$ cat src/rtl/uart_pkg.sv
// Shared UART definitions: state encodings, default rates and bit-period helper.
// Used by both the receive and transmit sides.
`timescale 1ns/1ps
package uart_pkg;

  localparam int DEFAULT_CLK_HZ = 12000000;
  localparam int DEFAULT_BAUD   = 9600;

  localparam logic [2:0] ST_IDLE      = 3'd0;
  localparam logic [2:0] ST_START     = 3'd1;
  localparam logic [2:0] ST_DATA      = 3'd2;
  localparam logic [2:0] ST_PARITY    = 3'd3;
  localparam logic [2:0] ST_STOP      = 3'd4;
  localparam logic [2:0] ST_WAIT_HIGH = 3'd5;

  function automatic int clks_per_bit(input int clk_hz, input int baud);
    return clk_hz / baud;
  endfunction

endpackage

$ cat src/rtl/uart_sync2.sv
// Two-flop synchronizer for an asynchronous single-bit input; both flops
// load RESET_VAL under synchronous active-low reset.
`timescale 1ns/1ps
module uart_sync2 #(
  parameter logic RESET_VAL = 1'b1
) (
  input  logic clk,
  input  logic nrst,
  input  logic din,
  output logic dout
);

  logic meta_reg;

  always_ff @(posedge clk) begin
    if (!nrst) begin
      meta_reg <= RESET_VAL;
      dout     <= RESET_VAL;
    end else begin
      meta_reg <= din;
      dout     <= meta_reg;
    end
  end

endmodule

$ cat src/rtl/uart_rx_byte.sv
// Oversampling 8N1 UART receiver with a one-byte valid/ready output holding register.
// Define UART_RX_PARITY_EN to receive an even-parity bit and add o_parity_err.
`timescale 1ns/1ps
module uart_rx_byte
  import uart_pkg::*;
#(
  parameter int CLK_HZ       = DEFAULT_CLK_HZ,
  parameter int BAUD         = DEFAULT_BAUD,
  parameter int CLKS_PER_BIT = clks_per_bit(CLK_HZ, BAUD),
  parameter int HALF_BIT     = CLKS_PER_BIT / 2
) (
  input  logic       i_clk,
  input  logic       i_nrst,
  input  logic       i_rx,
  output logic [7:0] o_data,
  output logic       o_valid,
  input  logic       i_ready,
  output logic       o_frame_err,
`ifdef UART_RX_PARITY_EN
  output logic       o_parity_err,
`endif
  output logic       o_overrun
);

  localparam int CW = $clog2(CLKS_PER_BIT);
  localparam logic [CW-1:0] BIT_LAST  = CW'(CLKS_PER_BIT - 1);
  localparam logic [CW-1:0] HALF_LAST = CW'(HALF_BIT - 1);

  logic          rx_s;
  logic [2:0]    state_reg;
  logic [CW-1:0] cnt_reg;
  logic [2:0]    bit_reg;
  logic [7:0]    shift_reg;
  logic          deliver_reg;
`ifdef UART_RX_PARITY_EN
  logic          par_bit_reg;
`endif

  uart_sync2 #(.RESET_VAL(1'b1)) u_sync (
    .clk  (i_clk),
    .nrst (i_nrst),
    .din  (i_rx),
    .dout (rx_s)
  );

  always_ff @(posedge i_clk) begin
    if (!i_nrst) begin
      state_reg   <= ST_IDLE;
      cnt_reg     <= '0;
      bit_reg     <= '0;
      shift_reg   <= '0;
      deliver_reg <= 1'b0;
      o_data      <= 8'h00;
      o_valid     <= 1'b0;
      o_frame_err <= 1'b0;
      o_overrun   <= 1'b0;
`ifdef UART_RX_PARITY_EN
      par_bit_reg  <= 1'b0;
      o_parity_err <= 1'b0;
`endif
    end else begin
      deliver_reg <= 1'b0;
      o_frame_err <= 1'b0;
      o_overrun   <= 1'b0;
`ifdef UART_RX_PARITY_EN
      o_parity_err <= 1'b0;
`endif
      case (state_reg)
        ST_IDLE: begin
          if (!rx_s) begin
            state_reg <= ST_START;
            cnt_reg   <= '0;
            bit_reg   <= '0;
          end
        end
        ST_START: begin
          // A start bit still low at mid-bit is real; anything shorter is a glitch.
          if (cnt_reg == HALF_LAST) begin
            cnt_reg   <= '0;
            state_reg <= rx_s ? ST_IDLE : ST_DATA;
          end else begin
            cnt_reg <= cnt_reg + 1'b1;
          end
        end
        ST_DATA: begin
          if (cnt_reg == BIT_LAST) begin
            cnt_reg   <= '0;
            shift_reg <= {rx_s, shift_reg[7:1]};
            bit_reg   <= bit_reg + 3'd1;
            if (bit_reg == 3'd7) begin
`ifdef UART_RX_PARITY_EN
              state_reg <= ST_PARITY;
`else
              state_reg <= ST_STOP;
`endif
            end
          end else begin
            cnt_reg <= cnt_reg + 1'b1;
          end
        end
`ifdef UART_RX_PARITY_EN
        ST_PARITY: begin
          if (cnt_reg == BIT_LAST) begin
            cnt_reg     <= '0;
            par_bit_reg <= rx_s;
            state_reg   <= ST_STOP;
          end else begin
            cnt_reg <= cnt_reg + 1'b1;
          end
        end
`endif
        ST_STOP: begin
          if (cnt_reg == BIT_LAST) begin
            cnt_reg <= '0;
            if (rx_s) begin
              state_reg <= ST_IDLE;
`ifdef UART_RX_PARITY_EN
              if (^{shift_reg, par_bit_reg}) o_parity_err <= 1'b1;
              else                           deliver_reg  <= 1'b1;
`else
              deliver_reg <= 1'b1;
`endif
            end else begin
              o_frame_err <= 1'b1;
              state_reg   <= ST_WAIT_HIGH;
            end
          end else begin
            cnt_reg <= cnt_reg + 1'b1;
          end
        end
        ST_WAIT_HIGH: begin
          if (rx_s) state_reg <= ST_IDLE;
        end
        default: state_reg <= ST_IDLE;
      endcase

      // Output holding register; shift_reg is stable here because IDLE never shifts.
      if (o_valid && i_ready) o_valid <= 1'b0;
      if (deliver_reg) begin
        if (!o_valid || i_ready) begin
          o_data  <= shift_reg;
          o_valid <= 1'b1;
        end else begin
          o_overrun <= 1'b1;
        end
      end
    end
  end

endmodule

$ cat config.mk
export PLATFORM = sky130hd
export DESIGN_NAME = uart_rx_byte
export DESIGN_NICKNAME = d
export VERILOG_FILES = /design/src/rtl/uart_pkg.sv /design/src/rtl/uart_sync2.sv /design/src/rtl/uart_rx_byte.sv
export SDC_FILE = /design/constraint.sdc
export NUM_CORES = 1
export LEC_CHECK = 0
export ABC_AREA = 1
export ABC_CLOCK_PERIOD_IN_PS = 3600
export BUFFER_PORTS_ARGS = -buffer_cell sky130_fd_sc_hd__buf_2
export CORE_MARGIN = 2
export CORE_UTILIZATION = 60
export CTS_BUF_LIST = sky130_fd_sc_hd__clkbuf_2
export DETAILED_ROUTE_END_ITERATION = 12
export PLACE_DENSITY_LB_ADDON = 0.2
export SKIP_LAST_GASP = 1
export SYNTH_ARGS = -nofsm -noshare
export SYNTH_HDL_FRONTEND = slang
export SYNTH_SLANG_ARGS = --single-unit
$ cat constraint.sdc
create_clock -name i_clk -period 3.6 [get_ports i_clk]
set_input_delay 0.36 -clock i_clk [delete_from_list [all_inputs] [get_ports i_clk]]
set_output_delay 0.36 -clock i_clk [all_outputs]
set_load 0.03 [all_outputs]
---- Word-level counts from Yosys, hierarchy flattened ----
Index checks and enable logic that the tools add are counted.
storage, ports and cells
  bits in registers ....................... 39
  input bits .............................. 4
  output and inout port bits .............. 11
  word-level logic and storage cells ...... 62
cells by class
  $add $sub $neg .......................... 2
  eq/ne operators ......................... 13
  multiplexer cells ....................... 22
  reductions and logical operators ........ 14
operators with widths
  operator                                               number
  2-to-1 mux 11 bit                                      3
  case mux 11 bit (3 select lines)                       1
  2-to-1 mux 3 bit                                       9
  case mux 3 bit (5 select lines)                        1
  adder 11 x 1 -> 11 bit, second input constant          1
  equality test 11 x 10 -> 1 bit, second input constant  1
  equality test 11 bit, second input constant            1
  != test 2 bit, second input constant                   5
  equality test 3 bit, second input constant             3
  AND reduction 2 bit                                    4
  2-to-1 mux 1 bit                                       6
  case mux 3 bit (2 select lines)                        1
  AND reduction 3 bit                                    2
  AND reduction 6 bit                                    1
  adder 3 x 1 -> 3 bit, second input constant            1
  equality test 3 x 1 -> 1 bit, second input constant    1
  equality test 3 x 2 -> 1 bit, second input constant    1
  logical NOT 3 bit                                      1
  nonzero test 3 bit                                     1
  2-to-1 mux 2 bit                                       1
  != test 2 x 1 -> 1 bit, second input constant          1
  nonzero test 2 bit                                     1
  OR reduction 2 bit                                     1
  logical AND 1 bit                                      1
  other kinds (2)                                        2

---- Longest topological paths before layout ----
  depth in word-level cells ............... 4
  mapped depth ............................ 11
  mapped depth without buffers ............ 11

---- Modules after synthesis ----
A second synthesis with hierarchy kept.
unflattened totals
  cells, all modules ...................... 267
  area, all modules ....................... 1884.3 um2
by module, submodules not included
  module        instances  cells each  area each (um2)  sequential area each (um2)
  uart_rx_byte  1          261         1829.3           740.7
  uart_sync2    1          6           55.1             40.0

---- Worst setup path before layout ----
No wires, ideal clock.
  path type ............................... register to register
  start ................................... register cnt_reg[0]
  end ..................................... register shift_reg[1]
  setup time .............................. 116 ps
  arrival time ............................ 1361 ps
  data required time ...................... 3484 ps
  setup slack ............................. 2123 ps
  cell stages (with the launch flop) ...... 8
  buffers on the path ..................... 1
  period minus slack after synthesis ...... 1477 ps
  cell sequence ........................... dfxtp_1 > ha_1 > nand2_1 > nor3_1 > nand4_2 > buf_2 > o21ai_0 > nor2_1
on the way
  cells in the longest elaborated chain, start to end .. 2
RTL lines
  element                               line                 source
  from (decl)                           uart_rx_byte.sv:31   logic [CW-1:0] cnt_reg;
  from (signal assigned)                uart_rx_byte.sv:82   cnt_reg <= cnt_reg + 1'b1;
  from (signal assigned)                uart_rx_byte.sv:98   cnt_reg <= cnt_reg + 1'b1;
  from (signal assigned)                uart_rx_byte.sv:128  cnt_reg <= cnt_reg + 1'b1;
  equality test 11 bit                  uart_rx_byte.sv:86   if (cnt_reg == BIT_LAST) begin
  AND reduction 2 bit (no source line)  --
  to (signal assigned)                  uart_rx_byte.sv:88   shift_reg <= {rx_s, shift_reg[7:1]};
  to (decl)                             uart_rx_byte.sv:33   logic [7:0] shift_reg;
No other way between the ends.
A chain may end at the register's enable or synchronous reset.

---- Worst setup path in the final report ----
  start ................................... register cnt_reg[0]
  end ..................................... register bit_reg[0]
on the way
  cells in the longest elaborated chain, start to end .. 3
RTL lines
  element                               line                source
  equality test 11 bit                  uart_rx_byte.sv:86
  != test 2 bit (no source line)        --
  AND reduction 3 bit (no source line)  --
  to (signal assigned)                  uart_rx_byte.sv:89  bit_reg <= bit_reg + 3'd1;
  to (decl)                             uart_rx_byte.sv:32  logic [2:0] bit_reg;
No other way between the ends.

==> impl_metrics.tcl <==
set metrics [dict create \
    status "completed" \
    globalRouteOverflowTotal 0 \
    syn_area_per_cell_um2 7.02 \
    synth_area_leaders "dfxtp_1, nand2_1, nor2_1" \
    rsz0062_at_grt "false" \
    clkTransAtPathRegs_ns 0.19 \
    first_pass_iters 4 \
    start_util_pct 62.4 \
    grtUsageTotal_pct 21.6 \
    synth_nets 276 \
    synth_seq_cells 39 \
    yosysTopAreaCellShare_pct 41.7 \
    netlist_instances 267 \
    seqCellArea_um2 781 \
    synth_top_family_by_area "simple AND/OR/NAND/NOR gates" \
    antenna_found_initial 0 \
    slowest_delay_ns 0.44 \
    largest_reg_flops 11 \
    synth_mux_area_share_pct 0 \
    power.total_mw 1.14 \
    dr_total_vias 1625 \
    path_class "register to register" \
    yosysSeqAreaShare_pct 41.7 \
    area_growth_pct 6.34 \
    cp.required_ns 3.92 \
    cts_sinks 39 \
    period_share_pct 49.7 \
    root_buffer "clkbuf_2" \
    yosysWarningCount 0 \
    viasPerCell 5.14 \
    multiInputGateArea_um2 922 \
    wl_um 3480 \
    place_congestion 0.891 \
    yosys-top-cells-count "nand2_1, nor2_1, dfxtp_1, inv_1, nand3_1" \
    setup_violations 0 \
    drv_slew 0 \
    fill_cells 288 \
    setup_slack_ns 1.81 \
    startpoint_type "register" \
    cts_buffers 5 \
    cp.arrival_ns 2.11 \
    fin_skew_ns 0.0145 \
    synth_edf_count 0 \
    nets 291 \
    drtIter0Drc 95 \
    synth-compound-area-share_pct 10.7 \
    dp_hpwl_um 2500 \
    drv_cap 0 \
    dominantRegCellSynth "dfxtp_1" \
    fin_crit_ns 1.79 \
    yosys.area.top_type "dfxtp_1" \
    utilization_pct 66.4 \
    grt_start_max_net_pins 27 \
    cts_max_path_buffers 2 \
    diodes 0 \
    cts-resized-gates 0 \
    synth-adder-area-share_pct 3.34 \
    leakagePower_nw 0.923 \
    cts-hold-fix-buffers 0 \
    die_area_um2 3590 \
    drc_errors 0 \
    async_reset_ff_share_pct 0 \
    tritoncts "built" \
    grt_pass1_vias 1341 \
    pre_cts_ws_ns 1.84 \
    tns_ns 0 \
    max-vdd-ir-drop_v 0.000378 \
    wl_per_cell_um 11.0 \
    postRouteAntennaNets 0 \
    htreeDepth 2 \
    dp_cells 308 \
    coreArea_um2 3000 \
    hold_viol 0 \
    worstSkewPairLatency_ns 0.39 \
    worstPathCellList "ha_1 > nand2_1 > nor3_1 > nand4_2 > inv_2 > nor2_1 > nor3_1" \
    cts_setup_buffers 0 \
    rows 20 \
    fmax_mhz 559 \
    syn-cell-area_um2 1870 \
    dieWidth_um 59.9 \
    portBuffers 14 \
    ys_types 30 \
    yosysMostFrequentCell "nand2_1" \
    tightest_slew_ns 0.630 \
    die_height_um 59.9 \
    cpMostUsedCell "nor3_1" \
    hp-class "input port to register" \
    end_kind "register" \
    p_per_area_nw_per_um2 572 \
    yosys.area_share.simple_pct 35.2 \
    critical-path-slowest-cell "dfxtp_1" \
    grt_pass1_wl_um 5820 \
    stdcell_count 316 \
    worstPathMaxFanout 14 \
    layout-drive-gt1-share_pct 14.5 \
    slew_headroom_pct 57.9 \
    synth-xor-area-share_pct 0 \
    num_io_pins 15 \
]
## worst paths after layout
path                              start                          to  slack [ns]  cells after the start
max             cnt_reg[0]$_SDFFE_PN0P_     bit_reg[0]$_SDFFE_PN0P_        1.81                      7
max reg2reg     cnt_reg[0]$_SDFFE_PN0P_     bit_reg[0]$_SDFFE_PN0P_        1.81                      7
min reg2reg  u_sync.meta_reg$_SDFF_PN1_      u_sync.dout$_SDFF_PN1_        0.44                      1
min                                i_rx  u_sync.meta_reg$_SDFF_PN1_        0.14                      2
## metrics by stage
step                hold WS [ns]  cell area (um^2)
floorplan                  0.393              1870
global placement           0.394              1950
detailed placement         0.404              1950
CTS                        0.136              1990
global route               0.123              1990
finish                     0.142              1990
## layer usage
layer | wire length (um) | up-vias | global-route usage [%]
met5 | 0 | - | 0
met4 | 57 | 0 | 8.89
met3 | 118 | 7 | 4.76
met2 | 1570 | 30 | 34.0
met1 | 1730 | 716 | 28.6
li1 | - | 872 | -
## cell usage in the layout, fill, tap and decap left out, drive strengths merged, types with 13 or more instances in the layout
cell,synthesis,layout
buf,3,14
nor2,47,47
o21ai,21,21
nand2,62,62
a21oi,13,13
dfxtp,39,39
nand3,21,21
inv,37,37
## cell type report
type / instances / area share (%)
Clock buffer: 5 / 1.26
Sequential cell: 39 / 39.2
Clock inverter: 3 / 0.753
Tap cell: 33 / 2.07
Inverter: 37 / 6.97
Multi-Input combinational cell: 185 / 46.3
Timing Repair Buffer: 14 / 3.52
## kinds of logic (layout without fill, tap and decap cells)
| group | count (synthesis) | count (layout) |
|---|---|---|
| and+or+nand+nor | 143 | 143 |
| buffers and inverters | 43 | 59 |
| DFF | 39 | 39 |
| AOI/OAI and AO/OA | 37 | 37 |
| adders and majority gates | 5 | 5 |
## worst max-delay path: cells and delay by family, from the launching register on
kind | cells | cell delay (ns)
AND/OR/NAND/NOR | 5 | 0.88
adder cells (fa/ha/maj) | 1 | 0.17
flip-flops | 1 | 0.44
buffers and inverters | 1 | 0.24
## where the power goes
group	internal (mW)	switching [mW]	leakage, nW
Clock	0.0432	0.141	0.0241
Combinational	0.141	0.316	0.583
Sequential	0.458	0.0399	0.315
Note: power is estimated with default switching activity, not from simulation.
